`src/rtl/traffic_phase_ctrl.sv`:
```
// Four-way intersection phase controller: demand-driven round-robin greens, fixed yellow.
// Optional all-red clearance between yellow and the next green when ALL_RED_EN is defined.
module traffic_phase_ctrl #(
    parameter int GREEN_TICKS  = 8,
    parameter int YELLOW_TICKS = 3,
    parameter int ALLRED_TICKS = 2
) (
    input  logic       CLK,
    input  logic       rst,
    input  logic       n_car,
    input  logic       s_car,
    input  logic       e_car,
    input  logic       w_car,
    input  logic       n_carL,
    input  logic       s_carL,
    input  logic       e_carL,
    input  logic       w_carL,
    output logic [4:0] state1,
    output logic [1:0] n_light,
    output logic [1:0] s_light,
    output logic [1:0] e_light,
    output logic [1:0] w_light,
    output logic [1:0] n_left,
    output logic [1:0] s_left,
    output logic [1:0] e_left,
    output logic [1:0] w_left,
    output logic       phase_change
);

    typedef enum logic [1:0] {
        GREEN  = 2'd0,
        YELLOW = 2'd1
`ifdef ALL_RED_EN
        , ALLRED = 2'd2
`endif
    } state_t;

    localparam logic [7:0] GREEN_LOAD  = 8'(GREEN_TICKS - 1);
    localparam logic [7:0] YELLOW_LOAD = 8'(YELLOW_TICKS - 1);
`ifdef ALL_RED_EN
    localparam logic [7:0] ALLRED_LOAD = 8'(ALLRED_TICKS - 1);
`endif

    state_t      state, state_n;
    logic [2:0]  cur, cur_n, nxt, nxt_n, probe, found_idx;
    logic [7:0]  tmr, tmr_n;
    logic        found;
    logic [7:0]  car_vec;
    logic [4:0]  code_n;
    logic [15:0] lamps_n, lamp_q;

    // Lane order {n, s, e, w straight, n, s, e, w left}; a phase's demand lanes equal its served lanes.
    function automatic logic [7:0] serve_mask(input logic [2:0] idx);
        case (idx)
            3'd0:    serve_mask = 8'b1100_0000;
            3'd1:    serve_mask = 8'b0011_0000;
            3'd2:    serve_mask = 8'b1000_1000;
            3'd3:    serve_mask = 8'b0100_0100;
            3'd4:    serve_mask = 8'b0001_0001;
            3'd5:    serve_mask = 8'b0010_0010;
            3'd6:    serve_mask = 8'b0000_1100;
            default: serve_mask = 8'b0000_0011;
        endcase
    endfunction

    function automatic logic [4:0] green_code(input logic [2:0] idx);
        case (idx)
            3'd0:    green_code = 5'b00000;
            3'd1:    green_code = 5'b00001;
            default: green_code = {1'b0, idx, 1'b0};
        endcase
    endfunction

    function automatic logic [4:0] yellow_code(input logic [2:0] idx);
        case (idx)
            3'd0:    yellow_code = 5'b00010;
            3'd1:    yellow_code = 5'b00011;
            default: yellow_code = green_code(idx) + 5'd1;
        endcase
    endfunction

    function automatic logic [15:0] lamps(input logic [7:0] served, input logic [1:0] colour);
        lamps = '1;
        for (int i = 0; i < 8; i++) begin
            if (served[i]) lamps[2*i +: 2] = colour;
        end
    endfunction

    assign car_vec = {n_car, s_car, e_car, w_car, n_carL, s_carL, e_carL, w_carL};

    // Nearest demanded phase after cur; descending scan so the smallest offset wins.
    always_comb begin
        found     = 1'b0;
        found_idx = cur;
        probe     = cur;
        for (int k = 7; k >= 1; k--) begin
            probe = cur + 3'(k);
            if (|(car_vec & serve_mask(probe))) begin
                found     = 1'b1;
                found_idx = probe;
            end
        end
    end

    always_comb begin
        state_n = state;
        cur_n   = cur;
        nxt_n   = nxt;
        tmr_n   = tmr;
        if (rst) begin
            state_n = GREEN;
            cur_n   = 3'd0;
            tmr_n   = GREEN_LOAD;
        end else begin
            case (state)
                GREEN: begin
                    if (tmr != 8'd0) begin
                        tmr_n = tmr - 8'd1;
                    end else if (found) begin
                        nxt_n   = found_idx;
                        state_n = YELLOW;
                        tmr_n   = YELLOW_LOAD;
                    end
                end
                YELLOW: begin
                    if (tmr != 8'd0) begin
                        tmr_n = tmr - 8'd1;
                    end else begin
`ifdef ALL_RED_EN
                        state_n = ALLRED;
                        tmr_n   = ALLRED_LOAD;
`else
                        state_n = GREEN;
                        cur_n   = nxt;
                        tmr_n   = GREEN_LOAD;
`endif
                    end
                end
`ifdef ALL_RED_EN
                ALLRED: begin
                    if (tmr != 8'd0) begin
                        tmr_n = tmr - 8'd1;
                    end else begin
                        state_n = GREEN;
                        cur_n   = nxt;
                        tmr_n   = GREEN_LOAD;
                    end
                end
`endif
                default: begin
                    state_n = GREEN;
                    cur_n   = 3'd0;
                    tmr_n   = GREEN_LOAD;
                end
            endcase
        end
    end

    always_comb begin
        code_n  = 5'b00000;
        lamps_n = '1;
        case (state_n)
            GREEN: begin
                code_n  = green_code(cur_n);
                lamps_n = lamps(serve_mask(cur_n), 2'b01);
            end
            YELLOW: begin
                code_n  = yellow_code(cur_n);
                lamps_n = lamps(serve_mask(cur_n), 2'b10);
            end
`ifdef ALL_RED_EN
            ALLRED: begin
                code_n  = 5'b10000;
                lamps_n = '1;
            end
`endif
            default: begin
                code_n  = 5'b00000;
                lamps_n = '1;
            end
        endcase
    end

    // Outputs are registered from next-state values so colours and state1 move on the same edge.
    always_ff @(posedge CLK) begin
        state        <= state_n;
        cur          <= cur_n;
        nxt          <= nxt_n;
        tmr          <= tmr_n;
        state1       <= code_n;
        lamp_q       <= lamps_n;
        phase_change <= !rst && (code_n != state1);
    end

    assign {n_light, s_light, e_light, w_light, n_left, s_left, e_left, w_left} = lamp_q;

endmodule

```
`config.mk`:
```
export PLATFORM = sky130hd
export DESIGN_NAME = traffic_phase_ctrl
export DESIGN_NICKNAME = d
export VERILOG_FILES = /design/src/rtl/traffic_phase_ctrl.sv
export SDC_FILE = /design/constraint.sdc
export NUM_CORES = 1
export LEC_CHECK = 0
export BUFFER_PORTS_ARGS = -buffer_cell sky130_fd_sc_hd__buf_2
export CAP_MARGIN = 10
export CELL_PAD_IN_SITES_DETAIL_PLACEMENT = 2
export CELL_PAD_IN_SITES_GLOBAL_PLACEMENT = 2
export CORE_ASPECT_RATIO = 0.5
export CORE_MARGIN = 2
export CORE_UTILIZATION = 35
export CTS_BUF_LIST = sky130_fd_sc_hd__clkbuf_4 sky130_fd_sc_hd__clkbuf_8
export DETAILED_ROUTE_END_ITERATION = 10
export GPL_ROUTABILITY_DRIVEN = 1
export PLACE_DENSITY_LB_ADDON = 0.1
export SLEW_MARGIN = 20
export SYNTH_ARGS = -nofsm -noshare
export SYNTH_HDL_FRONTEND = slang
export SYNTH_SLANG_ARGS = --single-unit
```
`constraint.sdc`:
```
create_clock -name CLK -period 6.1 [get_ports CLK]
set_input_delay 0.305 -clock CLK [delete_from_list [all_inputs] [get_ports CLK]]
set_output_delay 0.305 -clock CLK [all_outputs]
set_load 0.005 [all_outputs]
```
Word level (Yosys, flattened, before mapping) --
Cells that the tools add are included.
Operators by class: bitwise gates (word level) 9, reductions and logical operators 22, multiplexer cells 58, equality and inequality tests 52, $add $sub $neg 9
Operators with widths (count):
- $pmux 8 s7 | 8
- $eq 3x3->1 const B | 24
- $and 8x8->8 | 7
- $reduce_or 8->1 | 7
- $eq 3x2->1 const B | 16
- $mux 8 | 5
- $pmux 16 s2 | 1
- $mux 3 | 9
- $eq 3x1->1 const B | 8
- $logic_not 3->1 | 8
- $mux 2 | 12
- $pmux 5 s2 | 2
- $pmux 8 s2 | 1
- $mux 1 | 15
- $add 3x3->3 const B | 4
- $mux 5 | 2
- $pmux 4 s2 | 1
- $reduce_bool 8->1 | 1
- $sub 8x1->8 const B | 1
- $add 3x2->3 const B | 2
- $pmux 3 s2 | 1
- $add 5x1->5 const B | 1
- $ne 5x5->1 | 1
- $eq 2x1->1 const B | 2
- 9 further kinds | 11
Storage, ports and cells: bits in registers 38

Depth between registers and ports, before layout --
Gate-level depths: netlist of run 1.
depth in word-level cells 23, mapped depth 15, mapped depth without buffers 13

Worst setup path after synthesis of run 1 --
No wires, ideal clock.
kind reg-to-reg, start reg cur[2], end reg lamp_q[13], required time 5.966 ns, setup slack 2.608 ns, clock period less this slack 3.492 ns, cell stages (with the launch flop) 15, arrival 3.358 ns, setup time 0.134 ns, path buffers 2, cell sequence dfxtp_1 buf_2 inv_1 ha_1 buf_6 and2_4 o21ai_1 o221ai_1 a2111oi_1 nand2_1 nor3_4 o21ai_2 nand2_4 inv_4 or4_1
Between the ends: word-level cells in the longest chain between the ends 18, elaborated cells between the ends (all ways) 104, classes of those cells 7 x add/sub; 49 x eq/ne; 25 x mux; 7 x bitwise; 16 x reduce/logical
Ends and longest elaborated chain:
- start, declared | RTL line 45 | logic [2:0] cur, cur_n, nxt, nxt_n, probe, found_idx;
- start signal, assigned | RTL line 187 | cur <= cur_n;
- $add 3x3->3 | RTL line 97 | probe = cur + 3'(k);
- $eq 3x3->1, or another cell as far along | RTL line 54 | case (idx)
- $pmux 8 s7 | RTL line 54
- $and 8x8->8 | RTL line 98 | if (|(car_vec & serve_mask(probe))) begin
- $reduce_or 8->1 | RTL line 98
- $mux 1 (6 in series) | RTL line 98
- $mux 1 (*) | RTL line 98
- $mux 2 (*) | RTL line 119 | end else if (found) begin
- $mux 2 (*) | RTL line 117 | if (tmr != 8'd0) begin
- $pmux 2 s2 (*) | RTL line 115 | case (state)
- $mux 2 (*) | RTL line 110 | if (rst) begin
- named net state_n[0] | RTL line 44 | state_t state, state_n;
- $eq 2x1->1 / $logic_not 2->1 (equally long branches) | RTL line 162 | case (state_n)
- $pmux 16 s2 (*) | RTL line 162
- named net lamps_n[13] | RTL line 50 | logic [15:0] lamps_n, lamp_q;
- end signal, assigned | RTL line 191 | lamp_q <= lamps_n;
- end, declared | RTL line 50
Mark *: on every way through the listed nets, which the timed path passes. The rest lies on a longest branch. The select of a mux whose other input is x is not followed. A chain may end at the register's enable or synchronous reset.

Worst setup path in the final report of run 1 --
start reg cur[1], end reg lamp_q[13]
The elaborated chain is that of the path after synthesis.

==> results.ini, run 1 <==
[yosys]
synth_adder_area_share_pct = 8.350
synth-seq-cells = 37
synthCells = 312
synth_area_per_cell_um2 = 8.165
yosys_warnings = 0
yosys.area_share.simple_pct = 23.77
synth-compound-area-share_pct = 22.54
synth-edff-count = 3
synthMuxAreaShare_pct = 5.206
ys_seq_area_share_pct = 30.26
yosysUniqueCellTypes = 63
ys_async_sr_fraction_pct = 0
synth_area_leader_cell = dfxtp_1
netlist.area_leader.share_pct = 26.72
synth_area_um2 = 2547
ys_top_cells_by_area = dfxtp_1, ha_1, o21ai_0
synth_xor_xnor_area_share_pct = 4.764
synth_top_family_by_area = simple AND/OR/NAND/NOR gates
synth_flop_cell = dfxtp_1

[min_path]
hold-path-cell-count = 2
min_path_type = input pin to flip-flop

[critical_path]
crit_fanout = 15
arrival_ns = 4.75
start_kind = flip-flop
worstSetupPathType = flip-flop to flip-flop
cp.required_ns = 6.24
r2r_cells = 12
crit_path_end_kind = flip-flop

[status]
outcome = finished, final reports clean

[die]
row_count = 21
die_x_um = 124.7
num_io_pins = 32
start_util_pct = 37.15
fp.dieArea_um2 = 8018
core-area_um2 = 6858
die_y_um = 64.33

[finish]
antenna_cells = 0
drive_gt1_share_pct = 15.92
nNetsFinal = 360
areaGrowthSynthToFinish_pct = 10.71
fillers = 797

[global_routing]
grt_antenna_before_repair = 0
grt_pass1_wl_um = 13800
track_usage_pct = 21.38
overflow = 0
grt_pass1_vias = 2571
grt_max_degree = 16

[clocking]
cts.path.max_buffers = 2
post-cts-setup-buffer-count = 0
clk_pin_slew_ns = 0.07
cts_resized = 0
clock-sinks = 37
ctsHoldBuffers = 0
root_buffer = clkbuf_8
clock_latency_ns = 0.28
cts_buffers = 5
htree_levels = 2
cts_tree = built

[placement]
routabilityCongestion = 0.7879
dp_hpwl_um = 6157
portBuffers = 30

[drt]
drc = 0
ant_nets = 0
dr.pass1.iters = 6
via_count = 2393
wl_um = 8113
wl_per_cell_um = 19.09
dr.first_iter.drc_count = 115
vias_per_cell = 5.631

[sta]
fin_crit_sh_pct = 75.53
drv_slew = 0
relSlewSlack_pct = 45.65
grt_setup_unrepaired = no
min_period_ns = 4.607
fin_skew_ns = 0.009948
fin_setup_tns_ns = 0
clock.fmax_mhz = 217.1
setup_violations = 0
worstMarginPinSlew_ns = 0.8133
finalHoldViolCount = 0

[flow_run]
drv_cap = 0

[power]
peakVddDrop_v = 0.00005804
leakage_nw = 1.157
finalPower_mw = 0.4544
p_per_area_nw_per_um2 = 161.1

cells in the mapped netlist, types with 5 or more instances:
cell / n
a21oi_1: 14
a22oi_1: 8
a31oi_1: 7
clkbuf_1: 9
dfxtp_1: 34
ha_1: 17
inv_1: 9
mux2i_1: 5
nand2_1: 32
nand2b_1: 7
nand3_1: 15
nor2_1: 30
nor2b_1: 5
o211ai_1: 5
o21ai_0: 24
xnor2_1: 11
layout by cell type, fill, tap and decap left out, types with 4 or more instances in the layout:
master / instances
dfxtp_1: 34
nand2_1: 32
nor2_1: 30
buf_2: 30
o21ai_0: 24
ha_1: 17
nand3_1: 15
a21oi_1: 14
xnor2_1: 11
inv_1: 9
a22oi_1: 8
nand2b_1: 7
a31oi_1: 7
clkbuf_8: 6
o211ai_1: 5
nor2b_1: 5
mux2i_1: 5
nor3_1: 4
final cells by class:
type | instances | area [um^2] | share of cell area, %
Clock buffer | 7 | 90.09 | 3.194
Tap cell | 92 | 115.1 | 4.082
Timing Repair Buffer | 30 | 150.1 | 5.324
Inverter | 10 | 40.04 | 1.420
Multi-Input combinational cell | 249 | 1654 | 58.65
Sequential cell | 37 | 770.7 | 27.33
critical path: stages (launching register included):
cell and delay, ns:
dfxtp_1 0.73, ha_1 0.45, ha_1 0.42, and2_4 0.23
o21ai_1 0.11, o221ai_1 0.12, a2111oi_1 0.73, nand2_1 0.27
nor3_4 0.51, o21ai_2 0.16, nand2_4 0.14, inv_4 0.07
or4_1 0.53
state kept, by name, summed over array words and instances (netlist names):
signal,count
cur,3
lamp_q,16
nxt,3
phase_change,1
state,2
state1,4
tmr,8
metrics by stage:
stage	setup WS, ns	hold slack, ns	area [um^2]	cells	utilization [%]
after floorplan	2.608	0.3774	2551	313	-
after global placement	1.742	0.4983	2730	418	39.81
after detailed placement	1.558	0.5214	2730	418	39.81
after CTS	1.497	0.2316	2820	425	41.12
after global routing	1.086	0.2363	2820	425	41.12
final	1.493	0.2375	2820	425	41.12
power by group:
group	total [mW]	internal, mW	switching, mW
clock network	0.172	0.0940	0.0784
logic	0.0353	0.0118	0.0235
registers	0.247	0.246	0.00108
cell families after synthesis:
logic type / after synthesis
and+or+nand+nor: 118
AOI/OAI and AO/OA: 87
DFF: 37
buffers and inverters: 27
adders and majority gates: 17
xor gates and xnor gates: 13
muxes: 12
other: 1
path summary, 6_finish.rpt:
check | start | end | slack (ns)
setup / recovery | cur[1] | lamp_q[13] | 1.49
hold / removal | rst | phase_change | 0.24
setup reg to reg | cur[1] | lamp_q[13] | 1.49
hold reg to reg | tmr[7] | tmr[7] | 0.53
routing by layer:
metal  track usage, %  vias to the layer above  wire length (um)
met5                0                        -                 0
met3            2.680                        6               228
met4            3.652                        0                64
li1                 -                     1163                 -
met1            28.19                     1180              3945
met2            38.32                       44              3874
Note: power is estimated with default switching activity, not from simulation.
==> run 2, diff against run 1 <==
--- a/config.mk
+++ b/config.mk
@@ -5,13 +5,14 @@
 export SDC_FILE = /design/constraint.sdc
 export NUM_CORES = 1
 export LEC_CHECK = 0
+export ABC_AREA = 1
 export BUFFER_PORTS_ARGS = -buffer_cell sky130_fd_sc_hd__buf_2
 export CAP_MARGIN = 10
 export CELL_PAD_IN_SITES_DETAIL_PLACEMENT = 2
 export CELL_PAD_IN_SITES_GLOBAL_PLACEMENT = 2
 export CORE_ASPECT_RATIO = 0.5
 export CORE_MARGIN = 2
-export CORE_UTILIZATION = 35
+export CORE_UTILIZATION = 33
 export CTS_BUF_LIST = sky130_fd_sc_hd__clkbuf_4 sky130_fd_sc_hd__clkbuf_8
 export DETAILED_ROUTE_END_ITERATION = 10
 export GPL_ROUTABILITY_DRIVEN = 1
==> constraint.sdc (replaced) <==
create_clock -name CLK -period 4.27 [get_ports CLK]
set_input_delay 0.2135 -clock CLK [delete_from_list [all_inputs] [get_ports CLK]]
set_output_delay 0.2135 -clock CLK [all_outputs]
set_load 0.005 [all_outputs]
==> results.ini, run 2 <==
[status]
outcome = finished, final reports clean

[placement]
place_area_um2 = 2851
dp_hpwl_um = 7441
post-place-ws_ns = 0.5670
dp.cells = 539
routabilityCongestion = 0.9148
portBuffers = 30

[sta]
finalHoldViolCount = 0
min_period_ns = 3.783
worstMarginPinSlew_ns = 0.5196
drv_slew = 0
grt_setup_unrepaired = no
fin_skew_ns = 0.005360
relSlewSlack_pct = 65.36
clock.fmax_mhz = 264.4
setup_ws_ns = 0.4873
setup_violations = 0
fin_crit_sh_pct = 88.59
fin_setup_tns_ns = 0
holdWs_ns = 0.2385

[power]
p_per_area_nw_per_um2 = 220.7
switching_share_pct = 25.28
leakage_nw = 1.466
p_seq_share_pct = 54.2
power_switching_mw = 0.1640
pwr-share-comb_pct = 8.0
p_clk_share_pct = 37.8
finalPower_mw = 0.6485
p_int_mw = 0.4845
peakVddDrop_v = 0.0001907

[yosys]
netlist.area_leader.share_pct = 26.09
synth-edff-count = 3
yosysUniqueCellTypes = 38
yosys_warnings = 0
ys_async_sr_fraction_pct = 0
synth_area_per_cell_um2 = 6.410
ys_top_cells_by_area = dfxtp_1, nand2_1, ha_1
synth_flop_cell = dfxtp_1
synth-seq-cells = 37
post-synth-top-count-cell = nand2_1
synth_area_leader_cell = dfxtp_1
synthCells = 407
ys_top_cells_by_count = nand2_1, inv_1, nor2_1
synth_area_um2 = 2609
ys_seq_area_share_pct = 29.54

[die]
row_count = 22
fp.dieArea_um2 = 8676
start_util_pct = 34.84
die_x_um = 129.7
core-area_um2 = 7487
num_io_pins = 32
die_y_um = 66.87

[global_routing]
grt_pass1_wl_um = 16300
grt_antenna_before_repair = 0
track_usage_pct = 24.63
grt_max_degree = 14
grt_pass1_vias = 3023
overflow = 0

[finish]
antenna_cells = 0
drive_gt1_share_pct = 13.21
layout_commonest_cell = nand2_1
finalNonFillerCells = 547
top_regs = lamp_q (16), tmr (8), state1 (4)
mostFrequentLayoutCells = nand2_1, inv_1, nor2_1
finalInstanceArea_um2 = 2938
areaGrowthSynthToFinish_pct = 12.61
regMostFlops = lamp_q
utilization_pct = 39.24
largest_register_ffs = 16
nNetsFinal = 465

[critical_path]
cp_num_buf_inv = 2
worstSetupPathType = flip-flop to flip-flop
slowest_delay_ns = 0.51
crit_fanout = 9
crit_path_end_kind = flip-flop
cp_top_family = simple AND/OR/NAND/NOR gates
path_cells = inv_1, ha_1, ha_1, inv_1, nand2_1, nand2_1, nand2_1, nand4_1, nor2_1, nand2_1, nor2_1, nand3_1, nand2_1, nand2_1, nand3_1, nand2_1, nand2_1, nand3_1, nor2_1, nor2_1
cp.required_ns = 4.45
arrival_ns = 3.96
slowest_stage = dfxtp_1
start_kind = flip-flop
cp_common_cell = nand2_1

[clocking]
clock-sinks = 37
cts.path.max_buffers = 2
root_buffer = clkbuf_8
cts_tree = built
clock_latency_ns = 0.29
post-cts-setup-buffer-count = 0
ctsHoldBuffers = 0
clk_pin_slew_ns = 0.08
cts_resized = 0
htree_levels = 2
cts_buffers = 5

[min_path]
min_path_type = input pin to flip-flop

[drt]
dr.pass1.iters = 4
dr.first_iter.drc_count = 151
drc = 0
wl_per_cell_um = 18.12
wl_um = 9911
via_count = 2848
vias_per_cell = 5.207
ant_nets = 0

[flow_run]
drv_cap = 0

==> run 2: cell types whose count changed after synthesis, sizes merged, moves of 8 or more <==
cell    before  now
a22oi        8    0
clkbuf       9    1
inv         10   54
nand2       33  131
nand3       15   35
nor2        30   42
o21ai       27   19
xnor2       11    3
==> run 2: path summary, 6_finish.rpt <==
kind | start | endpoint | slack (ns) | cells after the start
setup / recovery | cur[0] | phase_change | 0.49 | 20
hold / removal | rst | phase_change | 0.24 | 2
setup reg to reg | cur[0] | phase_change | 0.49 | 20
hold reg to reg | tmr[1] | tmr[1] | 0.59 | 2
==> run 2: power groups by stage <==
stage	Sequential, mW	Combinational, mW	Clock, mW
finish	0.352	0.0518	0.245
global route	0.352	0.0573	0.263
CTS	0.352	0.0512	0.251
detailed placement	0.360	0.0505	0
global placement	0.360	0.0484	0
floorplan	0.359	0.0283	0
==> run 2: area by class of cell <==
class | count | area [um^2]
inverters | 55 | 209.0
clock buffers | 6 | 76.32
well taps | 108 | 135.1
flip-flops and latches | 37 | 770.7
fillers | 954 | 4549
multi-input cells | 307 | 1572
repair buffers | 32 | 165.2
clock inverters | 2 | 10.01
==> run 2: layer usage <==
layer,GRT usage [%],share of wire (%),vias to the layer above
li1,-,-,1365
met1,32.35,48,1429
met2,43.98,48,43
met3,2.731,3.3,11
met4,5.108,0.85,0
met5,0,0,-
==> run 2: logic make-up after synthesis <==
| group | count (synthesis) | synth area share (%) |
|---|---|---|
| AOI/OAI and AO/OA | 61 | 14.05 |
| and+or+nand+nor | 221 | 35.73 |
| other | 1 | 0.1437 |
| adders and majority gates | 17 | 8.153 |
| buffers and inverters | 64 | 10.36 |
| xor gates and xnor gates | 6 | 2.015 |
| DFF | 37 | 29.54 |
